[config.mk]
export PLATFORM = sky130hd
export DESIGN_NAME = control_unit
export DESIGN_NICKNAME = d
export VERILOG_FILES = /design/src/rtl/control_unit.sv
export SDC_FILE = /design/constraint.sdc
export NUM_CORES = 1
export LEC_CHECK = 0
export CAP_MARGIN = 20
export CORE_MARGIN = 8
export CORE_UTILIZATION = 33
export CTS_BUF_LIST = sky130_fd_sc_hd__clkbuf_4
export CTS_CLUSTER_DIAMETER = 100
export DETAILED_ROUTE_END_ITERATION = 10
export PLACE_DENSITY = 0.91
export RECOVER_POWER = 100
export SYNTH_ARGS = -nofsm -noshare
export SYNTH_HDL_FRONTEND = slang
export SYNTH_SLANG_ARGS = --single-unit
[constraint.sdc]
create_clock -name Clock -period 2.7 [get_ports Clock]
set_clock_uncertainty 0.2 [all_clocks]
set_input_delay 0.54 -clock Clock [delete_from_list [all_inputs] [get_ports Clock]]
set_output_delay 0.54 -clock Clock [all_outputs]
set_load 0.03 [all_outputs]
[src/rtl/control_unit.sv]
// control_unit -- instruction-sequencing FSM for the Lab B processor.
//
// Steps Init -> Fetch -> Decode -> execute state(s) -> Fetch. It drives the
// PC clear/increment requests and the IR load strobe. It also drives the
// data-memory, register-file and ALU controls for each decoded 16-bit
// instruction.
//
// Ports:
//   Clock       in   rising-edge clock shared with PC, IR, RF, data memory
//   ResetN      in   synchronous active-low reset (forces Init)
//   IR          in   16-bit instruction register contents
//   PC_clr      out  PC clear request
//   PC_up       out  PC increment request
//   IR_ld       out  IR load strobe
//   D_addr      out  8-bit data-memory address
//   D_wr        out  data-memory write enable
//   RF_s        out  RF write-data select (1 = memory, 0 = ALU)
//   RF_W_addr   out  RF write address
//   RF_W_wr     out  RF write enable
//   RF_Ra_addr  out  RF read port A address
//   RF_Rb_addr  out  RF read port B address
//   ALU_s0      out  ALU function (0 pass, 1 add, 2 sub)
//   State       out  current state encoding (debug)
module control_unit (
  input  logic        Clock,
  input  logic        ResetN,
  input  logic [15:0] IR,
  output logic        PC_clr,
  output logic        PC_up,
  output logic        IR_ld,
  output logic [7:0]  D_addr,
  output logic        D_wr,
  output logic        RF_s,
  output logic [3:0]  RF_W_addr,
  output logic        RF_W_wr,
  output logic [3:0]  RF_Ra_addr,
  output logic [3:0]  RF_Rb_addr,
  output logic [2:0]  ALU_s0,
  output logic [3:0]  State
);

  typedef enum logic [3:0] {
    S_INIT   = 4'd0,
    S_FETCH  = 4'd1,
    S_DECODE = 4'd2,
    S_NOP    = 4'd3,
    S_LOADA  = 4'd4,
    S_LOADB  = 4'd5,
    S_STORE  = 4'd6,
    S_ADD    = 4'd7,
    S_SUB    = 4'd8,
    S_HALT   = 4'd9
  } state_t;

  typedef enum logic [3:0] {
    OP_NOOP  = 4'd0,
    OP_STORE = 4'd1,
    OP_LOAD  = 4'd2,
    OP_ADD   = 4'd3,
    OP_SUB   = 4'd4,
    OP_HALT  = 4'd5
  } opcode_t;

  typedef enum logic [2:0] {
    ALU_PASS = 3'd0,
    ALU_ADD  = 3'd1,
    ALU_SUB  = 3'd2
  } alu_t;

  state_t  state;
  opcode_t op;

  // Opcodes 6..15 fall through to the default arms and behave as NOOP.
  assign op = opcode_t'(IR[15:12]);

  // Instruction field map.
  logic [7:0] store_addr;
  logic [7:0] load_addr;
  logic [3:0] ra_field;
  logic [3:0] rb_field;
  logic [3:0] w_field;

  assign store_addr = IR[7:0];
  assign load_addr  = IR[11:4];
  assign ra_field   = IR[11:8];
  assign rb_field   = IR[7:4];
  assign w_field    = IR[3:0];

  always_ff @(posedge Clock) begin
    if (!ResetN) begin
      state <= S_INIT;
    end else begin
      case (state)
        S_INIT:   state <= S_FETCH;
        S_FETCH:  state <= S_DECODE;
        S_DECODE: begin
          case (op)
            OP_STORE: state <= S_STORE;
            OP_LOAD:  state <= S_LOADA;
            OP_ADD:   state <= S_ADD;
            OP_SUB:   state <= S_SUB;
            OP_HALT:  state <= S_HALT;
            default:  state <= S_NOP;
          endcase
        end
        S_LOADA:  state <= S_LOADB;
        S_LOADB:  state <= S_FETCH;
        S_NOP,
        S_STORE,
        S_ADD,
        S_SUB:    state <= S_FETCH;
        S_HALT:   state <= S_HALT;
        default:  state <= S_INIT;
      endcase
    end
  end

  // Moore decode. The outputs depend only on the state register and the IR
  // fields. IR is stable from Decode until the next Fetch edge, so no output
  // register is needed to keep the strobes glitch-consistent within a cycle.
  always_comb begin
    PC_clr     = 1'b0;
    PC_up      = 1'b0;
    IR_ld      = 1'b0;
    D_addr     = '0;
    D_wr       = 1'b0;
    RF_s       = 1'b0;
    RF_W_addr  = '0;
    RF_W_wr    = 1'b0;
    RF_Ra_addr = '0;
    RF_Rb_addr = '0;
    ALU_s0     = ALU_PASS;
    case (state)
      S_INIT: PC_clr = 1'b1;
      S_FETCH: begin
        IR_ld = 1'b1;
        PC_up = 1'b1;
      end
      S_DECODE: begin
        // Present addresses early; no strobes fire here.
        case (op)
          OP_STORE: begin
            D_addr     = store_addr;
            RF_Ra_addr = ra_field;
          end
          OP_LOAD: D_addr = load_addr;
          OP_ADD,
          OP_SUB: begin
            RF_Ra_addr = ra_field;
            RF_Rb_addr = rb_field;
          end
          default: ;
        endcase
      end
      S_LOADA, S_LOADB: begin
        // The address is held across both cycles to cover the 1-cycle
        // memory read latency. Only LoadB writes the RF.
        D_addr    = load_addr;
        RF_W_addr = w_field;
        RF_s      = 1'b1;
        RF_W_wr   = (state == S_LOADB);
      end
      S_STORE: begin
        D_addr     = store_addr;
        RF_Ra_addr = ra_field;
        D_wr       = 1'b1;
      end
      S_ADD, S_SUB: begin
        RF_Ra_addr = ra_field;
        RF_Rb_addr = rb_field;
        RF_W_addr  = w_field;
        RF_W_wr    = 1'b1;
        ALU_s0     = (state == S_SUB) ? ALU_SUB : ALU_ADD;
      end
      default: ;
    endcase
  end

  assign State = state;

endmodule

[Word level (Yosys, flattened, before mapping)]
Index checks and enable logic that the tools add are counted.
Word-level totals
  word-level logic and storage cells: 39
  register bits: 4
  bits of input ports: 18
  output and inout port bits: 33
Cells by class
  muxes and demuxes: 16
  reduce and logical (&&, ||, !) cells: 8
  equality and inequality tests: 14
Operators by type and width (number)
  $pmux 4 s5: 2
  $eq 4x3->1 const B: 6
  $pmux 8 s3: 1
  $eq 4x2->1 const B: 4
  $pmux 4 s2: 2
  $pmux 8 s2: 1
  $mux 4: 3
  $eq 4x1->1 const B: 2
  $eq 4x4->1 const B: 2
  $reduce_or 2->1: 3
  $reduce_or 3->1: 2
  $reduce_or 6->1: 1
  $logic_not 4->1: 1
  $mux 1: 4
  $mux 2: 2
  $reduce_or 4->1: 1
  $pmux 1 s2: 1

[Longest topological paths before layout]
Gate-level depths: netlist of the first run.
  word-level depth: 4
  depth in mapped cells: 5
  gate-level depth less buffers: 4

[Worst setup path after synthesis of the first run]
OpenSTA, ideal clock, no wires.
  kind: reg-to-output
  start point: reg state[3] (netlist: State[3])
  end point: out RF_Rb_addr[0]
  cell stages (with the launch flop): 5
  required time: 1.960 ns
  buffers on the path: 0
  arrival: 1.963 ns
  slack: -0.003 ns
  cell sequence: dfxtp_1 or4b_1 inv_2 a31oi_1 a21boi_1
On the way
  cells in the longest elaborated chain, start to end: 3
  elaborated cells on any way between the ends: 5
  classes of those cells: 3 x eq/ne; 1 x mux; 1 x reduce/logical
Ends and longest elaborated chain
  start, declared: line 70  | state_t state;
  start signal, assigned: line 91  | state <= S_INIT;
  start signal, assigned: line 94  | S_INIT: state <= S_FETCH;
  start signal, assigned: line 95  | S_FETCH: state <= S_DECODE;
  $eq 4x4->1 or $eq 4x3->1 (tied branches): line 133  | case (state)
  $reduce_or 2->1
  $pmux 4 s2 (*): line 133
  end, declared: line 37  | output logic [3:0] RF_Rb_addr,
Every way passes the cells marked *; elsewhere a longest branch is shown, timed or not.

[Final worst setup path of the first run]
  start point: reg state[2] (netlist: State[2])
  end point: out PC_clr
On the way
  cells in the longest elaborated chain, start to end: 2
Ends and longest elaborated chain
  $logic_not 4->1: line 133
  $mux 1: line 133
  end, declared: line 28  | output logic PC_clr,
Every way passes these cells.

==> results by group, run 1 <==
Final layout
  • Multi-input logic area: about 490 um^2
  • Nets: 161
  • Fillcell total: 164
  • Register Area: approximately 80 um^2
  • Max reg flops: 4
  • Diode count: 0
  • Share of cells above drive strength 1: 34.8%
  • P&R area growth vs syn: 85.6%
  • Fin area: around 1200 um^2

GRT
  • Largest net degree at the start of global routing: 10
  • Initial antenna violation count: 0
  • Global Route Usage Sum: between 10% and 20%
  • Gr ovfl total: 0
  • First-pass GRT wire length: 4020 um
  • Vias in the first global route: between 800 and 900

Routing
  • Final wirelength: 2710 um
  • Initial drt markers: between 40 and 50
  • Final ANT Viol Nets: 0
  • Wire length per cell: between 15 and 20 um
  • Drt first pass iters: 4
  • DRC Markers: 0
  • Vias: just under 900
  • Drt via density: 5.23

Synthesis
  • Dominant synthesized flop cell: dfxtp_1
  • Register bit total from synthesis: 4
  • Syn_area_per_cell: ~7.8 um^2
  • Number of flops mapped to enable cells by yosys: 0
  • Ys Warns: 0
  • Sequential share of the synthesized area: 12.8%
  • Synth top area share: 12.8%
  • Post-synth ARST share: 0%
  • Dominant cells by area after synthesis: dfxtp_1 (13%), a22o_1 (11%), a21boi_1 (9.6%), or4b_4 (4.4%), and2_1 (4.0%)
  • Synth Instances: 80
  • Post-synth top area cell: dfxtp_1
  • Syn_nets: 98
  • Unique masters post-synth: 39
  • Post-synthesis cell area: roughly 630 um^2

Hold path
  • Hold WC Path Type: flop to flop

Clocking
  • H-Tree Depth: 1
  • CTS tree: built
  • Bufs on Longest Clock Path: 2
  • Clock transition at path regs: around 40 ps
  • CTS root buffer: clkbuf_4
  • TritonCTS Buffers: 3
  • Clk sink count: 4
  • Clk_lat worst skew: ~240 ps

Worst setup path
  • CP endpoint kind: primary output
  • CP arrival: between 1500 and 2000 ps
  • CP max stage cell: clkdlybuf4s50_1
  • CP max stage delay: 700 ps
  • Family with the most delay on the worst path: buffers and inverters
  • Largest fanout on the critical path: 8
  • Cell Chain, Critical Path: buf_4 > or2_2 > nor3_1 > clkdlybuf4s50_1
  • Critical path class: flop to primary output
  • CP required: ~2000 ps
  • WP buf/inv: 2
  • Startpoint Class: flop

Placed design
  • Pre-CTS setup slack: -398 ps
  • PortBufs: slightly below 50
  • GPL Wtd Cong: 0.918
  • Placed Area: approximately 1200 um^2
  • Hpwl dp: about 2200 um

STA
  • Post-route setup slack: a little under 50 ps
  • Fmax: around 380 MHz
  • TNS Setup: 0 ps
  • Final worst-path cycle share: 98.2%
  • Final slew viol count: 0
  • Unrepaired setup endpoints after global routing: false
  • Hold Slack: roughly 460 ps
  • Fin crit period: roughly 2700 ps
  • Final setup vio count: 0
  • Final Hold Fails: 0

Die
  • Die Y: approximately 60 um
  • Io pins: 51
  • Core area: 1760 um^2
  • Starting Density: between 30% and 40%
  • Die Area: 3550 um^2
  • FP Rows: 15
  • Die width: between 50 and 60 um

Power
  • Cell-internal power: ~190 uW
  • Clock share of power: 24.4%
  • Max IR drop VDD: 0.138 mV
  • Pleak: 0.547 nW
  • Power Dens Cells: 265 nW/um^2
  • Overall Power: 308 uW
  • Combinational Power Share: 53.8%
  • Net Sw Power: ~120 uW
  • Sequential share of power: a little over a fifth
  • Sw frac: 38.7%

Status
  • Status: finished, final reports clean

Run
  • Max-capacitance violation count: 0
==> kinds of logic (layout without fill, tap and decap cells) <==
kind of cell              count (synthesis)  in the layout  share of synthesized area (%)
AOI/OAI and AO/OA                        32             32                           41.7
xor gates and xnor gates                  1              1                           1.40
buffers and inverters                    10             71                           8.58
DFF                                       4              4                           12.8
other                                     1              1                          0.598
and+or+nand+nor                          32             32                           34.9
==> metrics by stage <==
step                utilization [%]  std cells
finish                         66.0        166
CTS                            66.9        165
floorplan                         -         80
detailed placement             65.4        161
global placement               65.4        161
global route                   66.0        166
==> synthesized netlist by cell type, types with 3 or more instances <==
library cell  instances
and2_1                4
a22o_1                8
a21boi_1              8
inv_1                 4
o21ai_0               3
a21oi_1               3
nor2_1                4
nand2b_1              3
dfxtp_1               4
nor2b_1               3
==> layer usage <==
layer / routed length [um] / global-route usage (%) / vias to the layer above / part of all wire [%]
li1: - / - / 423 / -
met1: 1060 / 14.8 / 409 / 39
met2: 1460 / 28.0 / 35 / 54
met3: 175 / 3.25 / 2 / 6.4
met4: 15 / 5.10 / 0 / 0.55
met5: 0 / 0 / - / 0
==> placed cells by master, fill, tap and decap left out, types with 4 or more instances in the layout <==
cell type | synthesis | routed
buf_4 | 2 | 26
and2_0 | 0 | 4
dfxtp_1 | 4 | 4
a22o_1 | 8 | 8
clkdlybuf4s50_1 | 0 | 14
dlygate4sd3_1 | 0 | 7
inv_1 | 4 | 5
a21boi_0 | 0 | 5
clkbuf_4 | 0 | 5
nor2_1 | 4 | 4
==> worst register-to-register path, stage by stage (launching register included) <==
cell,delay [ps]
dfxtp_1,450
clkbuf_1,210
nor4b_1,80
buf_4,140
a2bb2o_1,230
and3_1,180
==> cell type report <==
type	count	area share [%]
timing repair buffer	63	44.5
multi-input combinational	66	42.4
sequential	4	6.88
tap	25	2.69
clock buffer	3	1.94
inverter	5	1.61
==> timing repair <==
action	CTS	global route
pin swaps	5	1
gates resized for setup	24	1
setup endpoints to repair	20	9
setup buffers	1	1
hold buffers	0	0
==> path summary, 6_finish.rpt <==
kind / slack (ps) / endpoint / from / depth (start not counted)
setup reg to reg: 1100 / State[3] / State[3] / 5
setup / recovery: 50 / PC_clr / State[2] / 4
hold reg to reg: 460 / State[2] / State[2] / 3
hold / removal: 460 / State[2] / State[2] / 3
==> power by group through the flow <==
stage          Combinational, mW  Sequential [mW]  Clock (mW)
2_1_floorplan             0.0802           0.0771           0
3_3_place_gp               0.168           0.0677           0
3_5_place_dp               0.171           0.0678           0
4_1_cts                    0.170           0.0670      0.0767
5_1_grt                    0.175           0.0674      0.0809
6_report                   0.166           0.0671      0.0751
(Power assumes the default switching activity.)
==> run 2, diff against run 1 <==
--- a/config.mk
+++ b/config.mk
@@ -13,6 +13,7 @@
 export DETAILED_ROUTE_END_ITERATION = 10
 export PLACE_DENSITY = 0.91
 export RECOVER_POWER = 100
+export REMOVE_ABC_BUFFERS = 1
 export SYNTH_ARGS = -nofsm -noshare
 export SYNTH_HDL_FRONTEND = slang
 export SYNTH_SLANG_ARGS = --single-unit
==> results by group, run 2 (synthesis gave the netlist of run 1 again) <==
Status
  • Status: finished, final reports clean

STA
  • Final setup vio count: 0 (unchanged)
  • TNS Setup: 0 ps (unchanged)
  • Fmax: 377 MHz (about the same)
  • Final Hold Fails: 0 (unchanged)
  • Unrepaired setup endpoints after global routing: true
  • Final worst-path cycle share: 98.2% (about the same)
  • Final slew viol count: 0 (unchanged)
  • Fin crit period: 2650 ps (+0.504 ps)

Routing
  • Final ANT Viol Nets: 0 (unchanged)
  • Drt via density: 5.17 (-1.3%)
  • Final wirelength: 2640 um (-2.8%)
  • Vias: 842 (-3.1%)
  • Initial drt markers: 39 (-9.3%)
  • DRC Markers: 0 (unchanged)
  • Wire length per cell: 16.2 um (-1.0%)
  • Drt first pass iters: 4 (unchanged)

Clocking
  • Clk_lat worst skew: 240 ps (about the same)
  • Clk sink count: 4 (unchanged)
  • CTS root buffer: clkbuf_4
  • H-Tree Depth: 1 (unchanged)
  • Bufs on Longest Clock Path: 2 (unchanged)
  • CTS Hold Bufs: 0 (unchanged)
  • Clock transition at path regs: 30 ps (about the same)
  • TritonCTS Buffers: 3 (unchanged)
  • CTS tree: built

GRT
  • First-pass GRT wire length: 3840 um (-4.5%)
  • Largest net degree at the start of global routing: 10 (unchanged)
  • Initial antenna violation count: 0 (unchanged)
  • Gr ovfl total: 0 (unchanged)
  • Global Route Usage Sum: 13.8% (-0.78 points)
  • Vias in the first global route: 788 (-8.2%)

Worst setup path
  • CP required: 1960 ps (about the same)
  • CP arrival: 1910 ps (about the same)
  • R2R Setup Slk: 1070 ps (-30 ps)
  • Reg-to-reg startpoint: State[1]
  • Critical Path Source: IR[14]
  • R2R cell count: 4 (-1)
  • Startpoint Class: input port
  • RR Endpoint: State[3]
  • Largest fanout on the critical path: 8 (unchanged)
  • Critical path class: input port to primary output
  • Setup crit end: D_addr[2]
  • CP endpoint kind: primary output

Final layout
  • P&R area growth vs syn: 80.8%
  • Share of cells above drive strength 1: 32.6% (-2.1 points)
  • Nets: 158 (-1.9%)
  • Fillcell total: 167 (+1.8%)
  • Leading cell type in the layout, fill and taps excluded: buf_4
  • Commonest non-fill, non-tap cells in the layout: buf_4 (25), clkdlybuf4s50_1 (12), a22o_1 (8), a21boi_1 (8), dlygate4sd3_1 (8)
  • Diode count: 0 (unchanged)
  • Fin util: 64.3% (-1.7 points)
  • Max reg flops: 4 (unchanged)
  • Fin area: 1130 um^2 (-2.6%)

Placed design
  • GPL Wtd Cong: 0.818 (-11%)
  • Hpwl dp: 2160 um (-1.6%)
  • Placed Area: 1130 um^2 (-2.0%)
  • PortBufs: 49 (unchanged)

Power
  • Power Dens Cells: 265 nW/um^2 (about the same)
  • Pleak: 0.530 nW (-3.1%)
  • Overall Power: 300 uW (-2.6%)
  • Max IR drop VDD: 0.272 mV (+97%)

Die
  • Die Area: 3550 um^2 (unchanged)
  • Starting Density: 35.5% (unchanged)
  • FP Rows: 15 (unchanged)
  • Io pins: 51 (unchanged)
  • Die Y: 59.6 um (unchanged)
  • Die width: 59.6 um (unchanged)
  • Core area: 1760 um^2 (unchanged)

Hold path
  • Hold WC Path Type: flop to flop

Run
  • Max-capacitance violation count: 0 (unchanged)
## run 2: where the power goes
| part | internal [mW] | total (mW) | switching, mW |
|---|---|---|---|
| registers | 0.0635 | 0.0688 | 0.00529 |
| logic | 0.0677 | 0.154 | 0.0864 |
| clock network | 0.0499 | 0.0770 | 0.0271 |
## run 2: area by class of cell
cell class | count | area, um^2 | area share [%]
Clock buffer | 3 | 22.5 | 1.99
Inverter | 5 | 18.8 | 1.66
Multi-Input combinational cell | 66 | 493 | 43.5
Sequential cell | 4 | 80.1 | 7.06
Tap cell | 25 | 31.3 | 2.76
Timing Repair Buffer | 60 | 488 | 43.0
## run 2: routing by layer
metal	vias up	track usage (%)	wire [um]
met1	368	15.9	1080
met3	2	5.86	333
met5	-	0	0
met2	56	23.4	1200
met4	0	2.04	21
li1	416	-	-
## run 2: how the worst min path moves through the flow
| stage | start | to | slack, ps | cells after the start |
|---|---|---|---|---|
| 2_1_floorplan | ResetN | State[0] | 460 | 2 |
| 3_3_place_gp | State[2] | State[2] | 340 | 2 |
| 3_5_place_dp | State[2] | State[2] | 350 | 2 |
| 4_1_cts | State[2] | State[2] | 360 | 2 |
| 5_1_grt | State[2] | State[2] | 420 | 2 |
| 6_report | State[2] | State[2] | 370 | 2 |
## run 2: metrics by stage
stage / instances / hold slack [ps] / setup WS (ps)
after floorplan: 75 / 461 / -10.2
after global placement: 158 / 345 / -320
after detailed placement: 158 / 353 / -351
after CTS: 163 / 365 / 11.7
after global routing: 163 / 421 / -2.55
final: 163 / 367 / 48.3
## run 2: timing repair
item	CTS	global route
setup buffers	2	0
cloned	0	0
gates resized for setup	20	4
setup endpoints to repair	19	13
pin swaps	6	3
## run 2: worst max-delay path: stages
cell and delay, ps:
buf_2 110, or4b_4 540, o31ai_4 340, a22o_1 220, buf_4 160
